## config.mk

```make
export PLATFORM = sky130hd
export DESIGN_NAME = video_timing_gen
export DESIGN_NICKNAME = d
export VERILOG_FILES = /design/src/rtl/video_timing_gen.sv
export SDC_FILE = /design/constraint.sdc
export NUM_CORES = 1
export LEC_CHECK = 0
export CORE_MARGIN = 1.5
export CORE_UTILIZATION = 45
export CTS_BUF_LIST = sky130_fd_sc_hd__clkbuf_4
export DETAILED_ROUTE_END_ITERATION = 16
export PLACE_DENSITY = 0.78
export SLEW_MARGIN = 0
export SYNTH_ARGS = -nofsm -noshare
export SYNTH_HDL_FRONTEND = slang
export SYNTH_SLANG_ARGS = --single-unit
```

## constraint.sdc

```tcl
create_clock -name Clk -period 5.6 [get_ports Clk]
set_input_delay 1.12 -clock Clk [delete_from_list [all_inputs] [get_ports Clk]]
set_output_delay 1.12 -clock Clk [all_outputs]
set_load 0.1 [all_outputs]
```

## src/rtl/video_timing_gen.sv

```systemverilog
// Raster timing generator: horizontal/vertical pixel counters plus registered
// one-pixel set/clear strobes that drive external JK flip-flops (74112 style).
module video_timing_gen #(
    parameter int H_TOTAL  = 384,
    parameter int HB_START = 256,
    parameter int HB_END   = 0,
    parameter int HS_START = 296,
    parameter int HS_END   = 328,
    parameter int V_TOTAL  = 264,
    parameter int VB_START = 240,
    parameter int VB_END   = 0,
    parameter int VS_START = 248,
    parameter int VS_END   = 252
) (
    input  logic       Clk,
    input  logic       Clear_bar,
    input  logic       Cen,
    output logic [8:0] HCount,
    output logic [8:0] VCount,
    output logic [3:0] J,
    output logic [3:0] K,
    output logic       LineStart,
    output logic       FrameStart
);

    localparam bit H_OK = (H_TOTAL >= 2) && (H_TOTAL <= 512)
                       && (HB_START >= 0) && (HB_START < H_TOTAL)
                       && (HB_END   >= 0) && (HB_END   < H_TOTAL)
                       && (HS_START >= 0) && (HS_START < H_TOTAL)
                       && (HS_END   >= 0) && (HS_END   < H_TOTAL)
                       && (HB_START != HB_END) && (HS_START != HS_END);

    localparam bit V_OK = (V_TOTAL >= 2) && (V_TOTAL <= 512)
                       && (VB_START >= 0) && (VB_START < V_TOTAL)
                       && (VB_END   >= 0) && (VB_END   < V_TOTAL)
                       && (VS_START >= 0) && (VS_START < V_TOTAL)
                       && (VS_END   >= 0) && (VS_END   < V_TOTAL)
                       && (VB_START != VB_END) && (VS_START != VS_END);

    // A START equal to its END would make J and K fire together.
    if (!H_OK) begin : g_bad_h_params
        $error("video_timing_gen: illegal horizontal timing parameters");
    end
    if (!V_OK) begin : g_bad_v_params
        $error("video_timing_gen: illegal vertical timing parameters");
    end

    localparam logic [8:0] H_LAST   = 9'(H_TOTAL - 1);
    localparam logic [8:0] V_LAST   = 9'(V_TOTAL - 1);
    localparam logic [8:0] HB_SET   = 9'(HB_START);
    localparam logic [8:0] HB_CLR   = 9'(HB_END);
    localparam logic [8:0] HS_SET   = 9'(HS_START);
    localparam logic [8:0] HS_CLR   = 9'(HS_END);
    localparam logic [8:0] VB_SET   = 9'(VB_START);
    localparam logic [8:0] VB_CLR   = 9'(VB_END);
    localparam logic [8:0] VS_SET   = 9'(VS_START);
    localparam logic [8:0] VS_CLR   = 9'(VS_END);

    logic [8:0] next_h;
    logic [8:0] next_v;
    logic       next_line;
    logic [3:0] next_j;
    logic [3:0] next_k;

    // Strobes are decoded from the count the edge is about to load, so the
    // registered outputs always describe the post-edge HCount/VCount.
    always_comb begin
        // NOTE: every always_comb output gets a default first, so no path can infer a latch.
        next_h    = HCount + 9'd1;
        next_v    = VCount;
        next_line = 1'b0;
        next_j    = 4'b0000;
        next_k    = 4'b0000;

        if (HCount == H_LAST) begin
            next_h = 9'd0;
            next_v = (VCount == V_LAST) ? 9'd0 : VCount + 9'd1;
        end

        next_line = (next_h == 9'd0);

        next_j[0] = (next_h == HB_SET);
        next_k[0] = (next_h == HB_CLR);
        next_j[1] = (next_h == HS_SET);
        next_k[1] = (next_h == HS_CLR);
        next_j[2] = next_line && (next_v == VB_SET);
        next_k[2] = next_line && (next_v == VB_CLR);
        next_j[3] = next_line && (next_v == VS_SET);
        next_k[3] = next_line && (next_v == VS_CLR);
    end

    // Reset clears the strobes even though count 0 would normally decode some.
    always_ff @(posedge Clk or negedge Clear_bar) begin
        if (!Clear_bar) begin
            HCount     <= 9'd0;
            VCount     <= 9'd0;
            J          <= 4'b0000;
            K          <= 4'b0000;
            LineStart  <= 1'b0;
            FrameStart <= 1'b0;
        end else if (Cen) begin
            // NOTE: non-blocking assignments make every register load from pre-edge values.
            HCount     <= next_h;
            VCount     <= next_v;
            J          <= next_j;
            K          <= next_k;
            LineStart  <= next_line;
            FrameStart <= next_line && (next_v == 9'd0);
        end
    end

    jk_exclusive: assert property (@(posedge Clk) disable iff (!Clear_bar) (J & K) == 4'b0000)
        else $error("video_timing_gen: J and K asserted together");

endmodule

```

Word-level counts from Yosys, hierarchy flattened
Index checks and enable logic that the tools add are counted.

word-level totals
  bits in registers = 28
  input bits = 3
  output and inout bits = 28
  word-level logic and storage cells = 25

cells by class
  $add $sub $neg = 2
  equality and inequality tests = 8
  mux-type cells = 3
  reductions and logical operators = 6

operator list
  cell                                                             count
  9-bit == test, second input constant                             5
  9-bit by 8-bit == test with 1-bit output, second input constant  3
  9-bit 2-to-1 mux                                                 3
  9-bit by 1-bit adder with 9-bit output, second input constant    2
  9-bit logical NOT                                                2
  1-bit logical AND                                                4

Logic depth before layout (Yosys ltp)
  depth in word-level cells = 5
  gate-level depth with buffers = 8
  mapped depth without buffers = 6

Worst setup path after synthesis
Ideal clock, no wire load.

  kind = flip-flop to flip-flop
  from = register VCount[1]
  to = register J[2]
  library setup time = 110 ps
  arrival = 2603 ps
  required time = 5490 ps
  slack = 2887 ps
  cell stages (with the launch flop) = 8
  buffers on the path = 1
  period minus slack after synthesis = 2713 ps
  cells stage by stage = dfrtp_1 ha_1 buf_2 nor4b_4 nand4_1 a211oi_1 nor2_1 o41ai_1

on the way
  cells in the longest elaborated chain, start to end = 5
  elaborated cells on any way between the ends = 6
  those cells by class = add/sub: 1; eq/ne: 2; mux: 2; reduce/logical: 1

ends and longest elaborated chain
  item                                                                     RTL line  text
  start, declared                                                          19        output logic [8:0] VCount,
  start signal, assigned                                                   104       VCount <= next_v;
  9-bit by 1-bit adder with 9-bit output or 9-bit == test (tied branches)  77        next_v = (VCount == V_LAST) ? 9'd0 : VCount + 9'd1;
  9-bit 2-to-1 mux                                                         77
  9-bit 2-to-1 mux (*)                                                     75        if (HCount == H_LAST) begin
  9-bit by 8-bit == test with 1-bit output (*)                             86        next_j[2] = next_line && (next_v == VB_SET);
  1-bit logical AND (*)                                                    86
  end signal, assigned                                                     105       J <= next_j;
  end, declared                                                            20        output logic [3:0] J,

Every way passes the cells marked *; elsewhere a longest branch is shown, timed or not.
A chain may end at the register's enable or synchronous reset.

Worst setup path in the final report
  from = register VCount[3]
  to = output VCount[3]

No word-level cell between the ends.

==> flow_summary_export.csv <==
group,metric,value,unit
global_route,antenna_found_initial,0,
worst_setup_path,critPathArrivalTime,2.14,ns
floorplan,dieArea,0.00432,sq mm
yosys,ys_ff_latch,26,
floorplan,num_rows,22,
floorplan,fp.dieW,65.7,microns
sta,fin_setup_tns,0,ns
min_path,min-delay-path-class,"flip-flop to flip-flop",
yosys,yosysSeqAreaShare,36.7,%
yosys,synth_flop_cell,"dfrtp_1",
yosys,syn_nets,198,
clocking,hold_buffers,0,
power_and_ir_drop,p_per_area,328,mW/mm^2
routing,drc,0,
worst_setup_path,reg2regPathDepth,6,
worst_setup_path,end_kind,"output port",
final_layout,antenna_cells,0,
yosys,ys_types,50,
yosys,yosys-top-cells-area,"dfrtp_1 (37%), xnor2_1 (6.4%), nand2_1 (4.0%), nand4_1 (3.5%), nand3_1 (3.1%)",
worst_setup_path,crit_type,"flip-flop to output port",
worst_setup_path,required,4.48,ns
power_and_ir_drop,finalPower,0.674,mW
yosys,synth_warnings,0,
clocking,clock-sinks,26,
global_route,grt_overflow,0,
placed_design,hpwl,2550,microns
sta,finalHoldViolations,0,
min_path,worstHoldStart,"K[3]",
yosys,syn_inst,192,
power_and_ir_drop,p_leak,0.804,nW
yosys,async_reset_ff_share,100,%
floorplan,die_height,65.7,microns
clocking,clk_latency,0.32,ns
yosys,avgSynthCellArea,9.23,sq um
final_layout,fin_cells,256,
routing,routed-via-count,1491,
sta,rsz0062_at_grt,"no",
clocking,cts_tree,"yes",
routing,drtPass1Iterations,4,
sta,fin_skew,0.00659,ns
sta,max_slew.worst_pin.slew,0.971,ns
worst_setup_path,r2r_setup_slack,3.10,ns
yosys,synth_edf_count,0,
routing,ant_nets,0,
sta,finalCriticalPeriod,3.26,ns
sta,max_clock_freq,306,MHz
power_and_ir_drop,vdd_drop_max,243,uV
worst_setup_path,path_buf_inv,1,
clocking,cts.path.max_buffers,2,
routing,postRouteWirelength,3570,microns
final_layout,nFillCells,346,
sta,slew-limit-headroom,35.0,%
status,status,"finished, final reports clean",
routing,wl_per_cell,13.9,microns
routing,avgViaCountPerCell,5.82,
floorplan,ios,31,
min_path,whs_endpoint,"K[3]",
yosys,yosysMostFrequentCell,"dfrtp_1",
worst_setup_path,cpPeakStageDelay,1.21,ns
placed_design,port_buffers,30,
clocking,cts_setup_buffers,0,
clocking,clkTransAtPathRegs,0.15,ns
worst_setup_path,start_kind,"flip-flop",
worst_setup_path,r2r-end,"J[2]",
global_route,grt_usage,18.8,%
clocking,cts-htree-levels,1,
yosys,synth_area,0.00177,sq mm
yosys,yosysTopAreaCellShare,36.7,%
worst_setup_path,path_cells,"clkdlybuf4s50_1",
worst_setup_path,path_max_fanout,12,
placed_design,dp_cells,252,
final_layout,area_delta_synth_final,16.1,%
global_route,grt_pass1_vias,1380,
clocking,cts.repair.resized,0,
floorplan,core_area,0.00372,sq mm
sta,setup_viol,0,
placed_design,place.gp.congestion,0.838,
worst_setup_path,worst_path_dominant_cell_family,"buffers and inverters",
routing,drt_first_iter_violations,69,
final_layout,post_route_cells_drive_above_1_share,8.17,%
job,cap_violations,0,
final_layout,fin_nets,215,
global_route,grt_pass1_wl,6330,microns
final_layout,final_util,55.4,%
min_path,min_path_cells,2,
worst_setup_path,cp_slowest_cell,"clkdlybuf4s50_1",
global_route,grt_max_degree,27,
worst_setup_path,rr_startpoint,"VCount[0]",
floorplan,initial_core_util,47.7,%
yosys,yosys-top-cells-count,"dfrtp_1 (26), nand2_1 (19), xnor2_1 (13), nand3_1 (11), o21ai_0 (11)",
sta,slew_viol_final,0,
yosys,yosysTopAreaCell,"dfrtp_1",
sta,period_share,58.3,%
clocking,root_buffer,"clkbuf_4",
clocking,cts_buffers,3,
## metal layers
| layer | track usage [%] | part of all wire (%) |
|---|---|---|
| met1 | 26.4 | 50 |
| met2 | 28.7 | 46 |
| met3 | 2.74 | 2.9 |
| met4 | 8.59 | 1.1 |
| met5 | 0 | 0 |
## worst max path at each step
stage	from	to	slack (ns)	depth (start not counted)
2_1_floorplan	VCount[1]	J[2]	2.89	7
4_1_cts	VCount[3]	VCount[3]	2.33	1
6_report	VCount[3]	VCount[3]	2.34	1
3_5_place_dp	Cen	J[2]	2.21	5
3_3_place_gp	Cen	J[3]	2.32	5
5_1_grt	VCount[3]	VCount[3]	2.24	1
## worst reg2reg max path: cells and delay by family, from the launching register on
kind / cells / cell delay, ns
AND/OR/NAND/NOR: 3 / 0.71
adder cells (fa/ha/maj): 1 / 0.41
AO/OA/AOI/OAI: 2 / 0.70
flip-flops: 1 / 0.58
## sequential cells by signal, indices dropped and copies added (netlist names)
| name | flops |
|---|---|
| VCount | 9 |
| J | 4 |
| K | 4 |
| HCount | 9 |
## kinds of logic after synthesis
logic type	synth area share (%)
muxes	3.04
AOI/OAI and AO/OA	16.1
DFF	36.7
buffers and inverters	7.41
and+or+nand+nor	26.7
xor gates and xnor gates	7.91
adders and majority gates	2.12
## per-stage QoR
stage	instance area [sq um]	hold WS, ns	setup WS [ns]
after floorplan	1770	0.824	2.89
after global placement	2030	0.470	2.32
after detailed placement	2030	0.469	2.21
after CTS	2060	0.508	2.33
after global routing	2060	0.530	2.24
final	2060	0.502	2.34
## area by class of cell
class / instances / area [sq um] / share of cell area (%)
multi-input cells: 141 / 990 / 48.1
flip-flops and latches: 26 / 651 / 31.6
repair buffers: 31 / 308 / 15.0
well taps: 48 / 60.1 / 2.92
clock buffers: 3 / 22.5 / 1.09
inverters: 6 / 22.5 / 1.09
clock inverters: 1 / 3.75 / 0.182
## power by group
group          switching [mW]  total, mW  internal, mW
Clock                  0.0578     0.0839        0.0261
Combinational           0.235      0.325        0.0905
Sequential             0.0552      0.265         0.210
## layout by cell type (no fill, tap or decap), drive strengths merged, types with 2 or more instances in the layout
cell type,Yosys,layout
clkbuf,7,3
and3,6,6
dfrtp,26,26
nand3,11,11
or3,2,2
nand2b,5,5
o21ai,11,11
o41ai,4,4
mux2,3,3
nand2,19,19
a21boi,2,2
a21oi,6,6
xor2,3,3
clkdlybuf4s50,0,30
inv,6,6
xnor2,13,13
nand4b,2,2
nand4,11,11
o32ai,2,2
nor2,9,9
mux2i,2,2
and2b,2,2
and4,5,5
and2,3,3
a211oi,2,2
ha,3,3
Power figures use the tool's default switching activity.
